File: config.mk
export PLATFORM = sky130hd
export DESIGN_NAME = cr_ram1_req_coalescer
export DESIGN_NICKNAME = d
export VERILOG_FILES = /design/src/rtl/cr_ram1_req_coalescer.sv
export SDC_FILE = /design/constraint.sdc
export NUM_CORES = 1
export LEC_CHECK = 0
export ABC_AREA = 1
export CAP_MARGIN = 20
export CORE_MARGIN = 8
export CORE_UTILIZATION = 25
export DETAILED_ROUTE_END_ITERATION = 10
export PLACE_DENSITY = 0.48
export SYNTH_ARGS = -nofsm -noshare
export SYNTH_HDL_FRONTEND = slang
export SYNTH_SLANG_ARGS = --single-unit
File: constraint.sdc
create_clock -name clk -period 2.1 [get_ports clk]
set_clock_uncertainty 0.05 [all_clocks]
set_input_delay 0.21 -clock clk [delete_from_list [all_inputs] [get_ports clk]]
set_output_delay 0.21 -clock clk [all_outputs]
set_load 0.02 [all_outputs]
File: src/rtl/cr_ram1_req_coalescer.sv
// Merges single-word RAM1 read requests with consecutive addresses into burst
// commands {4'b0, len, start_addr} written into the RAM1 read-engine command FIFO.
module cr_ram1_req_coalescer #(
  parameter int MAX_LEN = 15,
  parameter int TIMEOUT = 4
) (
  input  logic        clk,
  input  logic        reset_p,
  input  logic [7:0]  req_addr,
  input  logic        req_valid,
  output logic        req_ready,
  input  logic        flush,
  output logic [15:0] fifo_data,
  output logic        fifo_wr,
  input  logic        fifo_full,
  output logic        busy
);

  localparam logic [3:0] MAX_LEN_L = 4'(MAX_LEN);
  localparam logic [7:0] TIMEOUT_L = 8'(TIMEOUT);

  logic        acc_valid_reg, acc_valid_next;
  logic [7:0]  acc_start_reg, acc_start_next;
  logic [3:0]  acc_len_reg, acc_len_next;
  logic        out_valid_reg, out_valid_next;
  logic [15:0] out_data_reg, out_data_next;
  logic [7:0]  idle_cnt_reg, idle_cnt_next;
  logic        flush_pend_reg, flush_pend_next;

  logic [7:0]  next_addr;
  logic        consec;
  logic        close_req;
  logic        slot_free;
  logic        accept;
  logic        do_close;
  logic        do_extend;
  logic        do_open;

  // The 8-bit sum wraps naturally, so a burst may run through 0xFF -> 0x00.
  assign next_addr = acc_start_reg + {4'b0000, acc_len_reg};
  assign consec    = acc_valid_reg & (req_addr == next_addr);
  assign slot_free = ~out_valid_reg | ~fifo_full;
  assign close_req = acc_valid_reg & ((acc_len_reg == MAX_LEN_L) |
                                      (idle_cnt_reg == TIMEOUT_L) |
                                      flush_pend_reg |
                                      (req_valid & ~consec));

  assign req_ready = ~reset_p & (~acc_valid_reg |
                                 (consec & (acc_len_reg < MAX_LEN_L)) |
                                 slot_free);
  assign accept    = req_valid & req_ready;

  // A non-extending request is only accepted with slot_free, so it always
  // coincides with a close and opens the next burst in the same cycle.
  assign do_close  = close_req & slot_free;
  assign do_extend = ~do_close & accept & consec;
  assign do_open   = accept & (~acc_valid_reg | do_close);

  assign fifo_wr   = ~reset_p & out_valid_reg & ~fifo_full;
  assign fifo_data = reset_p ? 16'h0000 : out_data_reg;
  assign busy      = ~reset_p & (acc_valid_reg | out_valid_reg);

  always_comb begin
    acc_valid_next  = acc_valid_reg;
    acc_start_next  = acc_start_reg;
    acc_len_next    = acc_len_reg;
    out_valid_next  = out_valid_reg;
    out_data_next   = out_data_reg;
    idle_cnt_next   = idle_cnt_reg;
    flush_pend_next = flush_pend_reg;

    if (do_close) begin
      out_valid_next = 1'b1;
      out_data_next  = {4'b0000, acc_len_reg, acc_start_reg};
      acc_valid_next = 1'b0;
    end else if (fifo_wr) begin
      out_valid_next = 1'b0;
    end

    if (do_open) begin
      acc_valid_next = 1'b1;
      acc_start_next = req_addr;
      acc_len_next   = 4'd1;
    end else if (do_extend) begin
      acc_len_next = acc_len_reg + 4'd1;
    end

    if (accept) begin
      idle_cnt_next = 8'd0;
    end else if (acc_valid_reg && (idle_cnt_reg != TIMEOUT_L)) begin
      idle_cnt_next = idle_cnt_reg + 8'd1;
    end

    // A flush arriving with a freshly opened burst targets that new burst.
    if (flush & (accept | (acc_valid_reg & ~do_close))) begin
      flush_pend_next = 1'b1;
    end else if (do_close) begin
      flush_pend_next = 1'b0;
    end
  end

  always_ff @(posedge clk) begin
    if (reset_p) begin
      acc_valid_reg  <= 1'b0;
      acc_start_reg  <= 8'd0;
      acc_len_reg    <= 4'd0;
      out_valid_reg  <= 1'b0;
      out_data_reg   <= 16'd0;
      idle_cnt_reg   <= 8'd0;
      flush_pend_reg <= 1'b0;
    end else begin
      acc_valid_reg  <= acc_valid_next;
      acc_start_reg  <= acc_start_next;
      acc_len_reg    <= acc_len_next;
      out_valid_reg  <= out_valid_next;
      out_data_reg   <= out_data_next;
      idle_cnt_reg   <= idle_cnt_next;
      flush_pend_reg <= flush_pend_next;
    end
  end

endmodule

==> impl_results.md, run 1 <==
- Yosys cell types: 32
- Count of standard-cell rows: 34
- Starting Density: 0.258
- # setup viols final: 36
- DRC Markers: 0
- DIE AREA: 0.0123 mm²
- Grt total ovfl: 0
- Tot Pwr: 1.64 mW
- Status: complete, but fails checks
- Vias per inst: 4.31
- CP arrival: 2.61 ns
- Fin nets: 427
- 1st-iter DRT viols: 48
- ANT nets after route: 0
- Chip Width: between 100 and 150 µm
- Synth top area share: 0.312
- Post-synthesis sequential area ratio: 0.312
- Most frequent cells after synthesis: nand2_1 (70), inv_1 (50), nor2_1 (43)
- Fin area: 0.00331 mm²
- Final worst path period need: 2.48 ns
- Capturing point of the worst reg2reg path: out_data_reg[7]
- Crit Path Class: reg -> reg
- Post-Syn Area: about 0.0022 mm²
- Synth top area cells: dfxtp_1 (31%), nand2_1 (12%), inv_1 (8.4%)
- Final worst path period share: 1.18
- Cell repeated most along the worst path: nand2_1
- Ys async rst share: 0
- Min-Delay Path Class: reg -> reg
- Failing checks: setup timing
- Largest net degree at the start of global routing: 26
- Critical Path End Type: flip-flop
- Worst skew pair latency: 0.28 ns
- Area after DPL: 0.00297 mm²
- Filler cells: 930
- Max FFs per register: 12
- Synth Flop Type: dfxtp_1
- Post-synth EDFFs: 0
- CTS root buf: clkbuf_8
- Required time worst endpoint: 2.23 ns
- Final wirelength: 6190 µm
- Initial antenna violation count: 0
- Gpl congestion: approximately 0.76
- Hold Crit Start: out_data_reg[7]
- Top cell type by total area after synthesis: dfxtp_1
- Global-route wire length before repair: 10100 µm
- Ratio of cells with drive above 1 in the final layout: 0.287
- GRT Util Overall: 0.0969
- Peak Freq: 0.403 GHz
- # port buffers: 27
- Clock Path Buffers: 2
- Count leader, synth: nand2_1
- Max VDD drop: between 300 and 400 µV
- Vias: approximately 2.2k
- Antenna diodes: 0
- Final Max Slew Viols: 0
- Pwr Density: 496 mW/mm²
- Clock-pin slew on the worst setup and hold paths: 0.07 ns
- Hold path depth: 2
- Gate count after technology mapping: 330
- TritonRoute pass-1 iters: 4
- Leak pwr: 1.43 nW
- CTS tree: done
- Sink Count: 35
- Core box area: 0.00872 mm²
- HPWL after DPL: 4590 µm
- Hold path endpoint: out_data_reg[7]
- Min setup slack post-route: -0.381 ns
- FF-to-FF path depth: 17
- FF-to-FF setup slack: -0.38 ns
- Avg WL per Cell: 12.0 µm
- Yosys reg bits: 35
- Die H: 111 µm
- Layout area overhead: 47.5%
- Slowest CP cell: fa_1
- CP Max Fanout: 6
- Max-Cap Viols: 0
- Largest stage delay on the critical path: 0.40 ns
- Critical Path Source Type: flip-flop
- Final Hold Vio Count: 0
- CTS Buf Count: 5
- Number of global-route vias before repair: 2255
- Critical Path, Cell by Cell: ha_4 > fa_1 > buf_4 > nand2_1 > nand2_1 > nand3_1 > nand2_1 > inv_2 > nor2_4 > nand2_1 > nand2_1 > nand2_2 > nand3_4 > buf_12 > buf_6 > o21ai_1 > a21oi_1
- YS warnings: 0
- H-Tree Depth: 2
- RSZ-0062 raised after global routing: true
- Worst r2r src: acc_start_reg[0]
- Syn Area/Cell: roughly 6.8 µm²
- I/O Pins: 32
==> worst max-delay path, delay by kind of cell (launching register included) <==
family          cells  cell delay (ns)
fa+ha+maj           2             0.56
flops               1             0.34
buf+inv             4             0.56
simple gates        9             0.71
compound gates      2             0.16
==> kinds of logic (layout without fill, tap and decap cells) <==
group                    Yosys count  in the layout  synth area share
AO/OA/AOI/OAI                     38             38             0.110
XOR/XNOR                          10             10            0.0390
adder cells (fa/ha/maj)            8              8            0.0479
buffers and inverters             65            138             0.128
flip-flops                        35             35             0.312
other                              1              4           0.00167
AND/OR/NAND/NOR                  173            174             0.362
==> layout by cell type (no fill, tap or decap), drive strengths merged <==
| master | instances |
|---|---|
| fa | 1 |
| dfxtp | 35 |
| nor3 | 3 |
| ha | 7 |
| xnor2 | 4 |
| o21ai | 12 |
| clkinv | 1 |
| o2111ai | 1 |
| nor2 | 47 |
| buf | 49 |
| inv | 53 |
| nand2 | 78 |
| clkbuf | 9 |
| nor3b | 2 |
| clkdlybuf4s50 | 26 |
| xor2 | 6 |
| nand3b | 4 |
| or2 | 1 |
| conb | 4 |
| nand4 | 7 |
| nand3 | 32 |
| a211oi | 1 |
| a21oi | 24 |
==> how the worst max path moves through the flow <==
stage / startpoint / end / slack [ns] / depth (start not counted)
final: acc_start_reg[0] / out_data_reg[7] / -0.38 / 17
after detailed placement: acc_start_reg[0] / req_ready / -0.55 / 14
after global placement: acc_start_reg[0] / req_ready / -0.54 / 14
after floorplan: acc_len_reg[0] / acc_start_reg[4] / -0.15 / 16
after global routing: acc_len_reg[0] / acc_start_reg[7] / -0.55 / 18
after CTS: acc_start_reg[0] / req_ready / -0.38 / 14
==> power breakdown <==
group	total (mW)	switching [mW]	internal (mW)	leakage, nW
sequential	0.717	0.0194	0.698	0.286
clock	0.475	0.243	0.233	0.0422
combinational	0.452	0.241	0.210	1.10
total	1.64	0.503	1.14	1.43
==> metal layers <==
metal	wire [µm]	up-vias	track usage
met5	0	-	0
li1	-	1184	-
met2	3100	25	0.182
met4	14	0	0.0171
met3	229	2	0.0276
met1	2850	1010	0.105
==> what timing repair did <==
action / in CTS / in global routing
gates cloned: 1 / 2
buffers inserted: 2 / 2
hold buffers: 0 / 0
pin swaps: 7 / 6
setup endpoints to repair: 35 / 36
resized for setup: 35 / 23
==> cell type report <==
cell class / count / area [µm²] / area share
Multi-Input combinational cell: 234 / 1450 / 0.438
Tap cell: 108 / 135 / 0.0408
Timing Repair Buffer: 77 / 733 / 0.221
Clock buffer: 7 / 76.3 / 0.0230
Inverter: 53 / 209 / 0.0631
Sequential cell: 35 / 703 / 0.212
Clock inverter: 1 / 5.00 / 0.00151
==> stage by stage <==
step / worst slack, ns / setup TNS (ns) / std cells / hold WS (ns) / util
floorplan: -0.147 / -3.75 / 333 / 0.263 / -
global placement: -0.542 / -10.01 / 500 / 0.395 / 0.340
detailed placement: -0.549 / -10.47 / 500 / 0.401 / 0.340
CTS: -0.385 / -9.80 / 511 / 0.411 / 0.362
global route: -0.554 / -16.73 / 515 / 0.424 / 0.380
finish: -0.381 / -10.64 / 515 / 0.408 / 0.380
Note: power is estimated with default switching activity, not from simulation.
==> run 2, diff against run 1 <==
Settings changed: HOLD_SLACK_MARGIN set to 0.15.
==> results of run 2 <==
Same layout as run 1: the final DEF is identical, and so are final timing and power.
